[src/rtl/bram_pixel_writer.sv]
// Packs a raster pixel stream into 8-pixel chunks and writes each chunk into one of four
// row/chunk-parity BRAM banks. Define BRAM_WRITER_PROTOCOL_CHECK_EN to add the sticky err_protocol output.
module bram_pixel_writer #(
    parameter int ADDR_WIDTH        = 12,
    parameter int DATA_WIDTH        = 256,
    parameter int PIXEL_PER_ADDRESS = 8,
    parameter int BITS_PER_PIXEL    = 8,
    parameter int IMAGE_WIDTH       = 256,
    parameter int IMAGE_HEIGHT      = 256
) (
    input  logic                      clk,
    input  logic                      rst,
    input  logic                      start,
    input  logic [BITS_PER_PIXEL-1:0] pixel_in,
    input  logic                      pixel_valid,
    output logic                      pixel_ready,
    output logic [4*ADDR_WIDTH-1:0]   bram_addr,
    output logic [DATA_WIDTH-1:0]     bram_din,
    output logic [3:0]                bram_we,
    output logic                      busy,
    output logic                      frame_done
`ifdef BRAM_WRITER_PROTOCOL_CHECK_EN
    ,
    output logic                      err_protocol
`endif
);

    localparam int WORD_W             = DATA_WIDTH / 4;
    localparam int CHUNKS_PER_ROW     = IMAGE_WIDTH / PIXEL_PER_ADDRESS;
    localparam int WORDS_PER_ROW_PAIR = IMAGE_WIDTH / (2 * PIXEL_PER_ADDRESS);
    localparam int BYTE_W  = (PIXEL_PER_ADDRESS > 1) ? $clog2(PIXEL_PER_ADDRESS) : 1;
    localparam int CHUNK_W = (CHUNKS_PER_ROW > 1) ? $clog2(CHUNKS_PER_ROW) : 1;
    localparam int ROW_W   = (IMAGE_HEIGHT > 1) ? $clog2(IMAGE_HEIGHT) : 1;

    localparam logic [BYTE_W-1:0]  LAST_BYTE  = BYTE_W'(PIXEL_PER_ADDRESS - 1);
    localparam logic [CHUNK_W-1:0] LAST_CHUNK = CHUNK_W'(CHUNKS_PER_ROW - 1);
    localparam logic [ROW_W-1:0]   LAST_ROW   = ROW_W'(IMAGE_HEIGHT - 1);

    typedef enum logic [1:0] {
        S_IDLE,
        S_FILL,
        S_DONE
    } state_t;

    state_t state, state_next;

    logic [BYTE_W-1:0]     byte_q;
    logic [CHUNK_W-1:0]    chunk_q;
    logic [ROW_W-1:0]      row_q;
    logic [WORD_W-1:0]     shift_q;
    logic [WORD_W-1:0]     shift_next;
    logic [ADDR_WIDTH-1:0] addr_calc;
    logic                  accept;
    logic                  chunk_full;
    logic                  chunk_last;
    logic                  row_last;
    logic                  restart;

    // A start pulse wins over a pixel offered in the same cycle; that pixel is dropped with the partial chunk.
    assign accept     = (state == S_FILL) && pixel_valid && !start;
    assign chunk_full = accept && (byte_q == LAST_BYTE);
    assign chunk_last = (chunk_q == LAST_CHUNK);
    assign row_last   = (row_q == LAST_ROW);
    assign restart    = start && (state != S_DONE);

    // First pixel of a chunk ends up in the most significant byte.
    assign shift_next = {shift_q[WORD_W-BITS_PER_PIXEL-1:0], pixel_in};
    assign addr_calc  = ADDR_WIDTH'(32'(row_q >> 1) * 32'(WORDS_PER_ROW_PAIR) + 32'(chunk_q >> 1));

    // NOTE: sequential state uses non-blocking assignments so every register samples pre-edge values.
    always_ff @(posedge clk or negedge rst) begin
        if (!rst) begin
            state <= S_IDLE;
        end else begin
            state <= state_next;
        end
    end

    // NOTE: every output of this block gets a default first, so no path can infer a latch.
    always_comb begin
        state_next  = state;
        pixel_ready = 1'b0;
        busy        = 1'b0;
        case (state)
            S_IDLE: begin
                if (start) begin
                    state_next = S_FILL;
                end
            end
            S_FILL: begin
                pixel_ready = 1'b1;
                busy        = 1'b1;
                if (chunk_full && chunk_last && row_last) begin
                    state_next = S_DONE;
                end
            end
            S_DONE: begin
                busy       = 1'b1;
                state_next = S_IDLE;
            end
            default: state_next = S_IDLE;
        endcase
    end

    always_ff @(posedge clk or negedge rst) begin
        if (!rst) begin
            byte_q     <= '0;
            chunk_q    <= '0;
            row_q      <= '0;
            shift_q    <= '0;
            bram_we    <= '0;
            bram_addr  <= '0;
            bram_din   <= '0;
            frame_done <= 1'b0;
        end else begin
            bram_we    <= '0;
            frame_done <= (state == S_DONE);
            if (restart) begin
                byte_q  <= '0;
                chunk_q <= '0;
                row_q   <= '0;
                shift_q <= '0;
            end else if (accept) begin
                shift_q <= shift_next;
                if (byte_q == LAST_BYTE) begin
                    byte_q    <= '0;
                    bram_we   <= 4'b0001 << {row_q[0], chunk_q[0]};
                    bram_addr <= {4{addr_calc}};
                    bram_din  <= {4{shift_next}};
                    if (chunk_last) begin
                        chunk_q <= '0;
                        row_q   <= row_last ? '0 : row_q + ROW_W'(1);
                    end else begin
                        chunk_q <= chunk_q + CHUNK_W'(1);
                    end
                end else begin
                    byte_q <= byte_q + BYTE_W'(1);
                end
            end
        end
    end

`ifdef BRAM_WRITER_PROTOCOL_CHECK_EN
    // Sticky: a pixel offered outside FILL, or a restart that abandons a partial chunk.
    always_ff @(posedge clk or negedge rst) begin
        if (!rst) begin
            err_protocol <= 1'b0;
        end else if ((state == S_IDLE || state == S_DONE) && pixel_valid) begin
            err_protocol <= 1'b1;
        end else if (start && state == S_FILL && byte_q != '0) begin
            err_protocol <= 1'b1;
        end else if (start && state == S_IDLE) begin
            err_protocol <= 1'b0;
        end
    end
`endif

endmodule

[config.mk]
export PLATFORM = sky130hd
export DESIGN_NAME = bram_pixel_writer
export DESIGN_NICKNAME = d
export VERILOG_FILES = /design/src/rtl/bram_pixel_writer.sv
export SDC_FILE = /design/constraint.sdc
export NUM_CORES = 1
export LEC_CHECK = 0
export BUFFER_PORTS_ARGS = -buffer_cell sky130_fd_sc_hd__buf_2
export CAP_MARGIN = 15
export CORE_MARGIN = 10
export CORE_UTILIZATION = 40
export CTS_CLUSTER_SIZE = 8
export DETAILED_ROUTE_END_ITERATION = 8
export PLACE_DENSITY = 0.68
export SLEW_MARGIN = 30
export SYNTH_ARGS = -nofsm -noshare
export SYNTH_HDL_FRONTEND = slang
export SYNTH_SLANG_ARGS = --single-unit
[constraint.sdc]
create_clock -name clk -period 7.03 [get_ports clk]
set_clock_uncertainty 0.1 [all_clocks]
set_input_delay 0.703 -clock clk [delete_from_list [all_inputs] [get_ports clk]]
set_output_delay 0.703 -clock clk [all_outputs]
set_load 0.01 [all_outputs]
# ---- Word level (Yosys, flattened, before mapping)
# Cells that the tools add are included.
# W data, S select, Z words.
dict set report totals {
  reg_bits 383
  inputBits 12
  out_inout_bits 311
  wordCells 61
}
dict set report classes {
  add_sub_neg 4
  eq_ne 8
  shifts 1
  n_mux 22
  bitwise_logic 1
  n_reduce_logical 16
}
# cell n
set ops {}
lappend ops {{$mux W56} 2}
lappend ops {{$mux W8} 5}
lappend ops {{$mux W5} 4}
lappend ops {{$add A11 B4 Y12} 1}
lappend ops {{$mux W4} 3}
lappend ops {{$mux W3} 3}
lappend ops {{$add A8 B1 Y8 const B} 1}
lappend ops {{$eq A8 B8 Y1 const B} 1}
lappend ops {{$logic_and A1 B1 Y1} 6}
lappend ops {{$reduce_and A3 Y1} 2}
lappend ops {{$reduce_bool A2 Y1} 3}
lappend ops {{$add A5 B1 Y5 const B} 1}
lappend ops {{$eq A5 B5 Y1 const B} 1}
lappend ops {{$mux W2} 2}
lappend ops {{$ne A2 B2 Y1 const B} 2}
lappend ops {{$pmux W2 S2} 1}
lappend ops {{$reduce_and A2 Y1} 2}
lappend ops {{$shl A1 B2 Y4 const A} 1}
lappend ops {{$add A3 B1 Y3 const B} 1}
lappend ops {{$eq A3 B3 Y1 const B} 1}
lappend ops {{$eq A2 B1 Y1 const B} 1}
lappend ops {{$eq A2 B2 Y1 const B} 1}
lappend ops {{$logic_not A2 Y1} 1}
lappend ops {{$mux W1} 2}
lappend ops {{4 further kinds} 4}

# ---- Longest topological paths before layout
dict set report logic_depth {
  ltp_word 8
  depth_mapped 8
  mapped_depth_nobuf 7
}

# ---- Least setup slack after synthesis
# OpenSTA, ideal clock, no wires.
dict set report synth_timing {
  kind {register to register}
  from {register chunk_q[0]}
  to {register state[1]}
  setup_ps 128
  arrival_time_ps 1971
  required_ps 6802
  slack_ps 4831
  stages_incl_launch_ff 9
  n_path_buf 1
  synth_period_minus_slack_ps 2199
  path_cell_list {dfrtp_1 > ha_1 > and3_1 > ha_1 > buf_2 > nand3_1 > o41ai_2 > o21ai_1 > mux2_1}
}
dict set report synth_via {
  elab_chain_len 5
}
# element line_no
set synth_lines {}
lappend synth_lines {{start, declared} 48} ;# logic [CHUNK_W-1:0] chunk_q;
lappend synth_lines {{start signal, assigned} 134} ;# chunk_q <= chunk_q + CHUNK_W'(1);
lappend synth_lines {{$eq A5 B5 Y1} 62} ;# assign chunk_last = (chunk_q == LAST_CHUNK);
lappend synth_lines {{$logic_and A1 B1 Y1 (2 in a row)} 93} ;# if (chunk_full && chunk_last && row_last) begin
lappend synth_lines {{$ne A2 B1 Y1 (no source line)} --}
lappend synth_lines {{$reduce_and A2 Y1 (no source line)} --}
lappend synth_lines {{end signal, assigned} 75} ;# state <= state_next;
lappend synth_lines {{end, declared} 45} ;# state_t state, state_next;
# Every way passes these cells.
# A chain may end at the register's enable or synchronous reset.

# ---- Worst setup path after layout
# Same ends and word-level chain as after synthesis.

==> flow_summary_export.csv <==
group,metric,value,unit
run_status,status,"complete, no violations",
layout,final_layout_size_suffix_gt1_frac,0.363,
layout,final_common_cell,"nand2_1",
global_route,grt_usage,0.148,
global_route,grt_pass1_wl,31400,um
layout,nets,1004,
synthesis,syn-cell-area,0.00786,mm2
setup_path,crit_required,7.23,ns
setup_path,arrival,2.85,ns
die,die_w,160,um
die,initial_utilization,0.405,
global_route,grt_antenna_before_repair,0,
layout,final_cell_mix,"nand2_1, buf_2, dfrtp_1",
synthesis,avgSynthCellArea,8.67,um2
die,rows,51,
cts,htreeDepth,4,
sta,slew_viol_final,0,
routing,vias_per_cell,4.46,
routing,drtAntennaViolNets,0,
routing,drc,0,
sta,rsz0062_at_grt,"no",
sta,max_freq,0.377,GHz
die,coreArea,0.0194,mm2
power_and_ir_drop,p_leak,5.57,nW
setup_path,r2r-end,"state[1]",
placement,post-place-ws,4.34,ns
run,cap_viol_max_count,0,
routing,post_drt_wl_per_cell,15.5,um
worst_hold_path,hold_path.class,"input port to async pin",
sta,setup_viol,0,
global_route,grt_max_degree,101,
placement,gp_congestion,0.744,
cts,cts.sinks,154,
setup_path,worstRegToRegCells,7,
die,die_h,160,um
synthesis,ys_seq_elements,154,
placement,port_buffers,318,
routing,drt_pre_antenna_iters,5,
layout,diodes,0,
die,dieArea,0.0256,mm2
setup_path,path_max_fanout,9,
placement,place_area,0.00799,mm2
routing,vias,5625,
routing,totalWireLength,19500,um
synthesis,syn_inst,906,
cts,cts_setup_buffers,0,
cts,ctsRootBufferMaster,"clkbuf_16",
cts,cts_hold_buffers,0,
setup_path,crit_start,"chunk_q[0]",
setup_path,r2r_setup_slack,4.38,ns
sta,setup_tns,0,ns
cts,clkSlewWorstSetupHoldPaths,0.06,ns
global_route,grt_pass1_vias,5918,
cts,clock_path_buffers,2,
setup_path,path_class,"flop to flop",
sta,tightest_slew,0.809,ns
die,num_io_pins,323,
sta,post-route-period-util,0.377,
setup_path,reg2reg_from,"chunk_q[0]",
setup_path,crit_end,"state[1]",
synthesis,yosys_warnings,0,
sta,setup_ws,4.38,ns
synthesis,synth_seq_area_share,0.490,
cts,cts_buffers,17,
synthesis,synth_edf_count,0,
cts,cts_tree,"built",
global_route,grt_overflow,0,
layout,stdcell_area,0.00860,mm2
synthesis,synth-main-ff-cell,"dfrtp_1",
power_and_ir_drop,ir_drop,0.152,mV
sta,hold_viol,0,
layout,syn_to_final_growth,9.51,%
synthesis,synth_cell_types,33,
routing,drt_iter0_drc,283,
setup_path,cp-end-kind,"flop",
sta,period_needed,2.65,ns
sta,slew_headroom,0.461,
placement,hpwl,13800,um
synthesis,postSynth.asyncResetShare,1.00,
cts,insertion_delay,0.42,ns
cts,cts_resized,0,
setup_path,worst_setup_path_start_kind,"flop",
power_and_ir_drop,powerDensity,237,mW/mm2
[state kept, by name (all words and copies together), names as in the netlist]
signal	flops
state	2
byte_q	3
bram_din	64
bram_we	4
bram_addr	11
chunk_q	5
row_q	8
shift_q	56
frame_done	1
[Yosys cell counts, types with 2 or more instances]
cell      count  area share
xnor2_1       3      0.0033
o21ai_0       3      0.0019
xor2_1        2      0.0022
nor3_1        5      0.0032
buf_2         4      0.0025
nand3_1      67       0.043
a22o_1        2      0.0022
nand2_1     347        0.17
ha_1          9       0.014
nor2_1       12      0.0057
and3_1        2      0.0016
dfrtp_1     154        0.49
or4_1         2      0.0019
buf_1         5      0.0024
buf_4       230        0.22
o31ai_1       3      0.0029
a21oi_1       7      0.0045
clkbuf_1     29       0.014
inv_1         6      0.0029
[kinds of logic after synthesis]
group | share of synthesized area
and+or+nand+nor | 0.229
buffers and inverters | 0.242
DFF | 0.490
AOI/OAI and AO/OA | 0.0164
adders and majority gates | 0.0143
xor gates and xnor gates | 0.00557
other | 0.000477
muxes | 0.00143
[area by class of cell]
cell class,count,area (um2)
tap,265,332
sequential,154,3850
inverter,6,22.5
clock inverter,10,141
clock buffer,21,470
multi-input combinational,480,2130
fill,1936,10800
timing repair buffer,324,1660
[report_power, final]
group          internal, mW  leakage (nW)  total (mW)  switching (mW)
logic                0.0425          3.13       0.168           0.125
registers             0.908          2.15       0.926          0.0172
clock network         0.586         0.296       0.947           0.361
[worst max-delay path, stage by stage, from the launching register on]
cell and delay [ns]:
dfrtp_1 0.50, ha_1 0.24, and3_1 0.17, ha_1 0.36, nand3_1 0.23, o41ai_2 0.44
o21ai_1 0.15, mux2_1 0.34
[through the flow]
stage                     cells  hold slack, ns   util  power, mW
after floorplan             909           0.307      -       1.05
after global placement     1228           0.353  0.411       1.11
after detailed placement   1229           0.362  0.412       1.12
after CTS                  1260           0.311  0.443       2.07
after global routing       1260           0.298  0.444       2.13
final                      1260           0.249  0.444       2.04
[how the worst min path moves through the flow]
stage                      startpoint  slack, ns       endpoint  cells past startpoint
after floorplan                   rst       0.31  bram_addr[34]                      0
after global placement    shift_q[49]       0.35  bram_din[249]                      2
after detailed placement  shift_q[50]       0.36  bram_din[250]                      2
after CTS                         rst       0.31  bram_addr[39]                      1
after global routing              rst       0.30  bram_addr[39]                      1
final                             rst       0.25  bram_addr[39]                      1
[routing by layer]
metal  up-vias  global-route usage  wire [um]
met5         -                   0          0
met1      2643               0.165       8240
met2       212               0.259       9540
met3        20              0.0524       1420
li1       2750                   -          -
met4         0              0.0422        290
No activity file was read; power rests on OpenSTA's default activity.
